## src/rtl/serial_add_ctrl.sv

```systemverilog
// serial_add_ctrl: bit-serial sequencer driving one external full-adder cell.
// Optional feature macro: OVERFLOW_DETECT_EN (adds the ovf output).
//
// Ports:
//   clk, reset      rising-edge clock; asynchronous active-high reset
//   start, a, b, ci new add request with operands and carry-in, sampled on clk
//   fa_a/fa_b/fa_ci bit pair and carry presented to the cell, LSB first
//   fa_s/fa_co      sum and carry returned by the cell (combinational path)
//   busy            high while bits are being shifted through the cell
//   done            one-cycle pulse when sum/co are final
//   sum, co         result word and final carry, held until the next add
//   ovf             (OVERFLOW_DETECT_EN) signed overflow, held with sum
module serial_add_ctrl #(
    parameter int WIDTH = 8
) (
    input  logic             clk,
    input  logic             reset,
    input  logic             start,
    input  logic [WIDTH-1:0] a,
    input  logic [WIDTH-1:0] b,
    input  logic             ci,
    output logic             fa_a,
    output logic             fa_b,
    output logic             fa_ci,
    input  logic             fa_s,
    input  logic             fa_co,
    output logic             busy,
    output logic             done,
    output logic [WIDTH-1:0] sum,
    output logic             co
`ifdef OVERFLOW_DETECT_EN
    ,
    output logic             ovf
`endif
);

    localparam int CW = (WIDTH > 1) ? $clog2(WIDTH) : 1;
    localparam logic [CW-1:0] LAST = CW'(WIDTH - 1);

    typedef enum logic [1:0] {
        IDLE  = 2'b00,
        SHIFT = 2'b01,
        DONE  = 2'b10
    } state_t;

    state_t state, state_nx;

    logic [WIDTH-1:0] areg, breg;
    logic [WIDTH-1:0] areg_nx, breg_nx, sum_nx;
    logic             carry;
    logic [CW-1:0]    cnt;
    logic             shifting;
    logic             last;
    logic             load;

    assign shifting = (state == SHIFT);
    assign busy     = shifting;
    assign done     = (state == DONE);
    assign last     = shifting && (cnt == LAST);
    // Start is only honoured when no add is in flight.
    assign load     = !shifting && start;

    // The cell inputs come straight from flops; outside SHIFT they are
    // forced low so the leftover carry never reaches the cell.
    assign fa_a  = shifting & areg[0];
    assign fa_b  = shifting & breg[0];
    assign fa_ci = shifting & carry;

    always_ff @(posedge clk or posedge reset) begin
        if (reset) begin
            state <= IDLE;
        end else begin
            state <= state_nx;
        end
    end

    always_comb begin
        state_nx = state;
        unique case (state)
            IDLE:    if (start) state_nx = SHIFT;
            SHIFT:   if (cnt == LAST) state_nx = DONE;
            DONE:    state_nx = start ? SHIFT : IDLE;
            default: state_nx = IDLE;
        endcase
    end

    // Right shifts written so WIDTH=1 needs no special case.
    always_comb begin
        areg_nx = areg >> 1;
        breg_nx = breg >> 1;
        sum_nx  = sum >> 1;
        sum_nx[WIDTH-1] = fa_s;
    end

    always_ff @(posedge clk or posedge reset) begin
        if (reset) begin
            areg  <= '0;
            breg  <= '0;
            carry <= 1'b0;
            cnt   <= '0;
            sum   <= '0;
            co    <= 1'b0;
`ifdef OVERFLOW_DETECT_EN
            ovf   <= 1'b0;
`endif
        end else if (load) begin
            areg  <= a;
            breg  <= b;
            carry <= ci;
            cnt   <= '0;
        end else if (shifting) begin
            areg  <= areg_nx;
            breg  <= breg_nx;
            sum   <= sum_nx;
            carry <= fa_co;
            cnt   <= cnt + CW'(1);
            if (last) begin
                co <= fa_co;
`ifdef OVERFLOW_DETECT_EN
                // Carry into MSB differs from carry out of MSB.
                ovf <= fa_ci ^ fa_co;
`endif
            end
        end
    end

endmodule

```

## config.mk

```make
export PLATFORM = sky130hd
export DESIGN_NAME = serial_add_ctrl
export DESIGN_NICKNAME = d
export VERILOG_FILES = /design/src/rtl/serial_add_ctrl.sv
export SDC_FILE = /design/constraint.sdc
export NUM_CORES = 1
export LEC_CHECK = 0
export CAP_MARGIN = 20
export CORE_ASPECT_RATIO = 0.5
export CORE_MARGIN = 2
export CORE_UTILIZATION = 44
export DETAILED_ROUTE_END_ITERATION = 16
export GPL_TIMING_DRIVEN = 0
export PLACE_DENSITY = 0.75
export SYNTH_ARGS = -nofsm -noshare
export SYNTH_HDL_FRONTEND = slang
export SYNTH_SLANG_ARGS = --single-unit
```

## constraint.sdc

```tcl
create_clock -name clk -period 1.2 [get_ports clk]
set_input_delay 0.24 -clock clk [delete_from_list [all_inputs] [get_ports clk]]
set_output_delay 0.24 -clock clk [all_outputs]
set_load 0.05 [all_outputs]
```

==> results.md, run 1 <==
- DIE WIDTH: 87.47 um
- Met2 usage: 0.2939
- Antenna violations before repair: 0
- Antenna cell count: 0
- DRT antenna net count: 0
- RePlAce Congestion: 0.6883
- Avg Inst Size Synth: 15.64 um2
- Status: finished, violations left
- Worst slew pin tran: 0.4847 ns
- I/O Buffers: 35
- Min cycle time layout: 1.500 ns
- Initial core utilization: 0.4537
- Arr. time, crit path: 1.26 ns
- Period utilization: 1.250
- Final worst slack: -0.3001 ns
- Maximum clock rate: 666.6 MHz
- Post-route cell area: 2320 um2
- HPWL Detailed: 2.008 mm
- Vias in the first global route: 1030
- Crit path kind: reg2out
- P_sw: 2475 uW
- Global-route layer with the greatest usage: met2
- Non-Filler Instances: 198
- Placed inst area: 2001 um2
- Maximum VDD drop: 0.001989 V
- Slew Limit Fails: 0
- Final Hold Slack: 0.2795 ns
- Post-Route WL: 3.311 mm
- Mapped Nets: 122
- Synthesized flop and latch total: 31
- Switching Share: 0.3619
- Violated checks: negative setup slack
- Site Rows: 15
- Final setup vio count: 28
- LEAKAGE: 0.001131 uW
- IO Pins: 36
- Worst-path clk slew: 0.06 ns
- Die height: 45.74 um
- Root buffer cell: clkbuf_8
- Total GRT Usage: 0.1787
- Hold Path Class: in2async
- Final Core Density: 0.6867
- P_int: 4365 uW
- Clock sink count: 31
- First-pass GRT wire length: 5.085 mm
- CTS tree: yes
- Met1 Resource Use GR: 0.2358
- Final Hold Vio Count: 0
- Area growth syn-to-layout: 51.35%
- Worst EP required: 0.96 ns
- Ys Warns: 0
- DRT Pass-1 Iters: 2
- Routed length per placed instance: 16.72 um
- Pin count of the biggest net entering global routing: 23
- Core ar.: 3378 um2
- Reg power frac: 0.270
- # DRC: 0
- Clk buf depth: 2
- Pwr per Cell Area: 2948 nW/um2
- Most frequent cells in the layout: mux2_4, dfrtp_1, clkdlybuf4s50_1
- GRT overflow: 0
- Gate power share: 0.600
- Synthesized instance count: 98
- Commonest non-fill, non-tap cell in the layout: mux2_4
- DIE AREA: 4000 um2
- Total CTS buffers: 5
- CTS Hold Bufs: 0
- Worst clock skew: 0.003294 ns
- Layout cells sized above 1: 0.5897
- Slew margin rel.: 0.6765
- Nets@finish: 179
- Vias per inst: 4.879
- RSZ-0062 raised after global routing: yes
- H-Tree Depth: 2
- Number of max-cap violations: 0
- Register area share after synthesis: 0.5061
- Clk network pwr share: 0.129
- Initial drt markers: 25
- Post-Syn Area: 1533 um2
- Netlist cell types: 14
- Crit path max fanout: 7
- Critical path endpoint category: output port
- Met3 Usage GRT: 0.04348
- Clock latency on the worst-skew pair: 0.27 ns
- Dpl cells: 176
- Vias: 966
- Critical Path Source Type: flop
## worst paths after layout
check | from | endpoint | slack [ns] | depth (start not counted)
worst max register to register | state[1] | areg[3] | -0.26 | 6
worst max-delay path | state[1] | fa_ci | -0.30 | 5
min in group clk | areg[3] | areg[2] | 0.51 | 1
worst min-delay path | reset | sum[0] | 0.28 | 2
max in group asynchronous | reset | state[0] | 0.44 | 3
worst min register to register | areg[3] | areg[2] | 0.51 | 1
## area by class of cell
| class | instances | area (um2) |
|---|---|---|
| buffer | 5 | 82.58 |
| clock buffer | 8 | 100.1 |
| fill | 232 | 1059 |
| inverter | 4 | 17.52 |
| multi-input combinational | 58 | 758.2 |
| sequential | 31 | 777.0 |
| tap | 42 | 52.55 |
| timing repair buffer | 50 | 531.8 |
## kinds of logic after synthesis
family                   share of synthesized area
AO/OA/AOI/OAI                             0.004084
flip-flops                                  0.5061
buffers and inverters                      0.04163
adder cells (fa/ha/maj)                    0.01632
multiplexers                                0.3894
AND/OR/NAND/NOR                            0.04245
## timing repair
action / in CTS / in global routing
gates cloned: 3 / 0
setup buffers: 8 / 5
endpoints found under the setup margin: 37 / 34
resized for setup: 99 / 12
pin swaps: 2 / 2
## sequential cells by signal (all words and copies together), names as in the netlist
name and cells:
areg 8, breg 8, sum 8, cnt 3
state 2, carry 1, co 1
## power by group through the flow
| stage | combinational [uW] | clock [uW] | sequential, uW |
|---|---|---|---|
| final | 4100 | 886 | 1850 |
| after global routing | 4300 | 971 | 1920 |
| after CTS | 3890 | 901 | 1840 |
| after detailed placement | 3170 | 0 | 1850 |
| after global placement | 3100 | 0 | 1810 |
| after floorplan | 1880 | 0 | 2320 |
## critical path: stages (launching register included)
cell and delay [ns]:
dfrtp_1 0.38, nand2b_4 0.16, inv_4 0.07, buf_12 0.11, and2_4 0.14, buf_8 0.14
## per-stage QoR
step                      setup WS, ns  power, uW  TNS [ns]
final                          -0.3001       6840    -5.067
after global routing           -0.3529       7183    -5.937
after CTS                      -0.2984       6625    -3.379
after detailed placement       -0.7683       5021    -13.32
after global placement         -0.7621       4909    -27.03
after floorplan               -0.06965       4193   -0.4025
## cells in the mapped netlist
cell type	instances	share of area
and2_1	3	0.012
buf_4	2	0.0098
buf_6	3	0.022
dfrtp_1	31	0.51
ha_1	2	0.016
inv_1	4	0.0098
mux2_2	13	0.096
mux2_4	28	0.27
mux2i_1	3	0.020
nand2b_1	2	0.0082
nand3b_1	1	0.0049
nor2_1	2	0.0049
nor2b_1	3	0.012
o22ai_1	1	0.0041
## layer usage
metal,wire length [um],vias to the layer above
li1,-,455
met1,1520,487
met2,1647,20
met3,106,4
met4,36,0
met5,0,-
Note: power is estimated with default switching activity, not from simulation.
==> run 2, diff against run 1 <==
Settings changed: SKIP_LAST_GASP set to 1.
==> results.md, run 2 (same netlist as run 1, synthesis figures left out) <==
- Status: finished, violations left
- Violated checks: negative setup slack
- Vias per inst: 4.894 (+0.31%)
- Met2 wire length: 1.614 mm (-2.0%)
- Gate power share: 0.597 (-0.003)
- WL met3: 114 um (+7.5%)
- GRT overflow: 0 (unchanged)
- Commonest non-fill, non-tap cell in the layout: mux2_4
- Area growth syn-to-layout: 50.37%
- Vias in the first global route: 1021 (-0.87%)
- Worst clock skew: 0.002439 ns (-0.0008546 ns)
- Critical Path Source Type: flop
- Maximum VDD drop: 0.001655 V (-17%)
- Top flop regs: areg (8), breg (8), sum (8)
- P_sw: 2463 uW (-0.50%)
- DIE WIDTH: 87.47 um (unchanged)
- Crit path max fanout: 7 (unchanged)
- Clock latency on the worst-skew pair: 0.28 ns (about the same)
- # DRC: 0 (unchanged)
- Clk network pwr share: 0.131 (+0.002)
- Critical path endpoint category: output port
- Final Core Density: 0.6822 (-0.004445)
- Clk buf depth: 2 (unchanged)
- Crit-path cells: nand2b_4, inv_4, buf_12, and2_4, buf_8
- Site Rows: 15 (unchanged)
- Final Hold Slack: 0.2734 ns (-0.006122 ns)
- Number of max-cap violations: 0 (unchanged)
- Post-route cell area: 2305 um2 (-0.65%)
- Placed inst area: 2001 um2 (unchanged)
- Min cycle time layout: 1.508 ns (+0.008271 ns)
- P_int: 4308 uW (-1.3%)
- Final Hold Vio Count: 0 (unchanged)
- Root buffer cell: clkbuf_8
- I/O Buffers: 35 (unchanged)
- DIE AREA: 4000 um2 (unchanged)
- Worst path max stage delay: 0.39 ns (about the same)
- Hold Path Class: in2async
- RePlAce Congestion: 0.6883 (unchanged)
- Clock sink count: 31 (unchanged)
- Top layer in use: met4
- CTS tree: yes
- Nets@finish: 179 (unchanged)
- RSZ-0062 raised after global routing: yes
- Period utilization: 1.257 (+0.006892)
- Final worst slack: -0.3084 ns (-0.008271 ns)
- Design Power: 6771 uW (-1.0%)
- Worst EP required: 0.96 ns (about the same)
- Metal-1 WL: 1.544 mm (+1.6%)
- Initial drt markers: 28 (+12%)
- Slowest-stage cell, CP: dfrtp_1
- First-pass GRT wire length: 4.974 mm (-2.2%)
- Final setup vio count: 28 (unchanged)
- Post-Route WL: 3.301 mm (-0.30%)
- DRT Pass-1 Iters: 4 (+2)
- Most frequent cells in the layout: mux2_4, dfrtp_1, clkdlybuf4s50_1
- Routed length per placed instance: 16.67 um (-0.30%)
- Pin count of the biggest net entering global routing: 23 (unchanged)
- CP bufs+invs: 3 (unchanged)
- Reg power frac: 0.272 (+0.002)
- DRT antenna net count: 0 (unchanged)
- Core ar.: 3378 um2 (unchanged)
- LEAKAGE: 0.001119 uW (-1.0%)
- Pwr per Cell Area: 2938 nW/um2 (-0.36%)
- Layout cells sized above 1: 0.5897 (unchanged)
- IO Pins: 36 (unchanged)
- Total CTS buffers: 5 (unchanged)
- Die height: 45.74 um (unchanged)
- Arr. time, crit path: 1.27 ns (about the same)
- HPWL Detailed: 2.008 mm (unchanged)
- Total GRT Usage: 0.1745 (-0.004175)
- Antenna violations before repair: 0 (unchanged)
- Slew margin rel.: 0.6846 (+0.008148)
- Initial core utilization: 0.4537 (unchanged)
- H-Tree Depth: 2 (unchanged)
- Cell family with most CP delay: flip-flops
- Vias: 969 (+0.31%)
- Slew Limit Fails: 0 (unchanged)
- Switching Share: 0.3637 (+0.001822)
- Antenna cell count: 0 (unchanged)
- Crit path kind: reg2out
- Maximum clock rate: 663.0 MHz (-0.55%)
- Worst slew pin tran: 0.4725 ns (-0.01221 ns)
- Worst-path clk slew: 0.06 ns (about the same)
run 2: cell types whose count changed in the layout (fill, tap and decap cells not counted), sizes merged:
cell	before	now
clkbuf	11	8
buf	31	34
run 2: layout make-up:
cell class	instances	area, um2
buffer	5	82.58
clock buffer	8	100.1
fill	235	1074
inverter	4	17.52
multi-input combinational	58	750.7
sequential	31	777.0
tap	42	52.55
timing repair buffer	50	524.3
run 2: power groups by stage:
stage / sequential [uW] / clock (uW) / combinational, uW
detailed placement: 1850 / 0 / 3170
finish: 1840 / 888 / 4040
global route: 1910 / 975 / 4220
CTS: 1830 / 901 / 3810
global placement: 1810 / 0 / 3100
floorplan: 2320 / 0 / 1880
run 2: stage by stage:
step / setup slack (ns) / instances / setup TNS (ns)
2_1_floorplan: -0.06965 / 98 / -0.4025
3_3_place_gp: -0.7621 / 175 / -27.03
3_5_place_dp: -0.7683 / 176 / -13.32
4_1_cts: -0.2984 / 195 / -3.462
5_1_grt: -0.3467 / 198 / -5.784
6_report: -0.3084 / 198 / -5.150
run 2: final timing paths:
path                                  to  slack (ns)  depth (start not counted)      from
max in group asynchronous       state[0]        0.45                          3     reset
worst min-delay path              sum[0]        0.27                          2     reset
worst min register to register   areg[2]        0.51                          1   areg[3]
worst max register to register   areg[3]       -0.26                          6  state[1]
worst max-delay path               fa_ci       -0.31                          5  state[1]
min in group clk                 areg[2]        0.51                          1   areg[3]
run 2: metal layers:
metal	global-route usage	up-vias
met1	0.2295	496
met3	0.04348	2
met4	0.06462	0
li1	-	453
met2	0.2864	18
met5	0	-
run 2: repair_timing:
item | 4_1_cts | 5_1_grt
pin swaps | 2 | 2
buffers inserted | 8 | 5
cloned | 3 | 0
gates resized for setup | 95 | 10
hold buffers | 0 | 0
endpoints found under the setup margin | 37 | 32
==> run 3, diff against run 2 <==
Settings changed: GPL_TIMING_DRIVEN 0 to 1, SETUP_SLACK_MARGIN set to 0.1, SLEW_MARGIN set to 20.
==> results.md, run 3 (same netlist as run 1, synthesis figures left out) <==
- Worst-path clk slew: 0.07 ns (about the same)
- Period utilization: 1.200 (-0.05724)
- Clock latency on the worst-skew pair: 0.28 ns (about the same)
- Worst r2r path cells: 5 (-1)
- Placement Setup Slack: -0.4687 ns (+0.2996 ns)
- Crit path max fanout: 5 (-2)
- Antenna violations before repair: 0 (unchanged)
- Post-Route WL: 3.334 mm (+1.0%)
- CTS tree: yes
- DRT antenna net count: 0 (unchanged)
- Final Hold Vio Count: 0 (unchanged)
- Slew Limit Fails: 0 (unchanged)
- DIE AREA: 4000 um2 (unchanged)
- RSZ-0062 raised after global routing: yes
- Crit-path cells: nand2b_4, inv_6, and2_4, buf_12
- DRT Pass-1 Iters: 3 (-1)
- GRT overflow: 0 (unchanged)
- Most frequent cells in the layout: mux2_4, dfrtp_1, clkdlybuf4s50_1
- # DRC: 0 (unchanged)
- Core ar.: 3378 um2 (unchanged)
- Worst clock skew: 0.007073 ns (+0.004634 ns)
- Total CTS buffers: 5 (unchanged)
- Arr. time, crit path: 1.20 ns (-0.07 ns)
- Die height: 45.74 um (unchanged)
- Violated checks: negative setup slack
- Hold Path Class: in2async
- Crit path depth: 4 (-1)
- Maximum clock rate: 694.6 MHz (+4.8%)
- Total GRT Usage: 0.1720 (-0.002488)
- Clk buf depth: 2 (unchanged)
- Final worst slack: -0.2397 ns (+0.06869 ns)
- Worst EP required: 0.96 ns (about the same)
- Status: finished, violations left
- First-pass GRT wire length: 4.933 mm (-0.82%)
- Min cycle time layout: 1.440 ns (-0.06869 ns)
- Crit path kind: reg2out
- Worst slew pin tran: 0.2300 ns (-0.2425 ns)
- Nets@finish: 187 (+4.5%)
- Reg2reg start: state[1]
- LEAKAGE: 0.001224 uW (+9.4%)
- Antenna cell count: 0 (unchanged)
- R2R setup slack: -0.18 ns (+0.08 ns)
- Critical path endpoint category: output port
- DIE WIDTH: 87.47 um (unchanged)
- Slew margin rel.: 0.8436 (+0.1590)
- Pwr per Cell Area: 2960 nW/um2 (+0.77%)
- CP bufs+invs: 2 (-1)
- IO Pins: 36 (unchanged)
- Root buffer cell: clkbuf_8
- Top flop regs: areg (8), breg (8), sum (8)
- Area growth syn-to-layout: 65.47%
- Critical Path Source Type: flop
- Design Power: 7508 uW (+11%)
- Vias: 993 (+2.5%)
- RePlAce Congestion: 0.7342 (+6.7%)
- Crit path to: fa_ci
- Setup TNS Final: -5.304 ns (-0.1538 ns)
- Routed length per placed instance: 16.26 um (-2.4%)
- Critical path launch point: state[1]
- Pin count of the biggest net entering global routing: 32 (+39%)
- Final setup vio count: 32 (+14%)
- CTS Hold Bufs: 0 (unchanged)
- H-Tree Depth: 2 (unchanged)
- HPWL Detailed: 1.902 mm (-5.3%)
- Clock sink count: 31 (unchanged)
- Vias in the first global route: 1025 (+0.39%)
- Worst reg2reg endpoint: breg[5]
- Initial core utilization: 0.4537 (unchanged)
- Layout cells sized above 1: 0.6319 (+0.04216)
- I/O Buffers: 35 (unchanged)
- Commonest non-fill, non-tap cell in the layout: mux2_4
- Site Rows: 15 (unchanged)
- Final Core Density: 0.7507 (+0.06852)
- Initial drt markers: 25 (-11%)
- Cell family with most CP delay: flip-flops
- Vias per inst: 4.844 (-1.0%)
- Slowest-stage cell, CP: dfrtp_1
- Fillcell total: 192 (-18%)
- Final Hold Slack: 0.2895 ns (+0.01610 ns)
- Number of max-cap violations: 0 (unchanged)
- Maximum VDD drop: 0.002133 V (+29%)
- Worst path max stage delay: 0.40 ns (about the same)
[run 3: cell types whose count changed in the layout (fill, tap and decap cells not counted), sizes merged]
cell | previous run | this run
clkbuf | 8 | 6
clkdlybuf4s15 | 0 | 1
dlygate4sd2 | 1 | 0
bufbuf | 0 | 1
buf | 34 | 41
clkinv | 0 | 1
[run 3: worst min path at each step]
stage,startpoint,endpoint,cells after the start
finish,reset,carry,3
global route,reset,carry,3
CTS,reset,carry,3
detailed placement,cnt[0],cnt[0],1
global placement,cnt[0],cnt[0],1
floorplan,reset,areg[0],1
[run 3: final cells by class]
class                           instances  area [um2]  area share
Clock buffer                            6       82.58     0.03256
Clock inverter                          1       5.005    0.001973
Inverter                                4       20.02    0.007893
Multi-Input combinational cell         58       778.2      0.3069
Sequential cell                        31       777.0      0.3064
Tap cell                               42       52.55     0.02072
Timing Repair Buffer                   63       820.8      0.3236
[run 3: worst reg2reg max path: stages (launching register included)]
cell      delay, ns
dfrtp_1        0.40
nand2b_4       0.17
buf_4          0.13
buf_6          0.13
buf_12         0.14
mux2_4         0.30
[run 3: metal layers]
metal | vias to the layer above | GRT usage | wire length (um)
li1 | 465 | - | -
met1 | 506 | 0.2189 | 1459
met2 | 20 | 0.2909 | 1749
met3 | 2 | 0.05978 | 115
met4 | 0 | 0.03692 | 10
met5 | - | 0 | 0
[run 3: timing repair]
action,4_1_cts,5_1_grt
endpoints found under the hold margin,0,0
gates cloned,2,0
pin swaps,0,1
gates resized for setup,21,9
setup endpoints to repair,40,43
setup buffers,10,7
[run 3: where the power goes]
group	total (uW)	internal (uW)	switching, uW	leakage (uW)
clock network	827	449	377	0.0000470
registers	1910	1530	373	0.000380
logic	4780	2900	1880	0.000797
[run 3: stage by stage]
stage	cell area, um2	std cells
finish	2536	205
global route	2536	205
CTS	2461	199
detailed placement	2168	180
global placement	2168	180
floorplan	1570	98
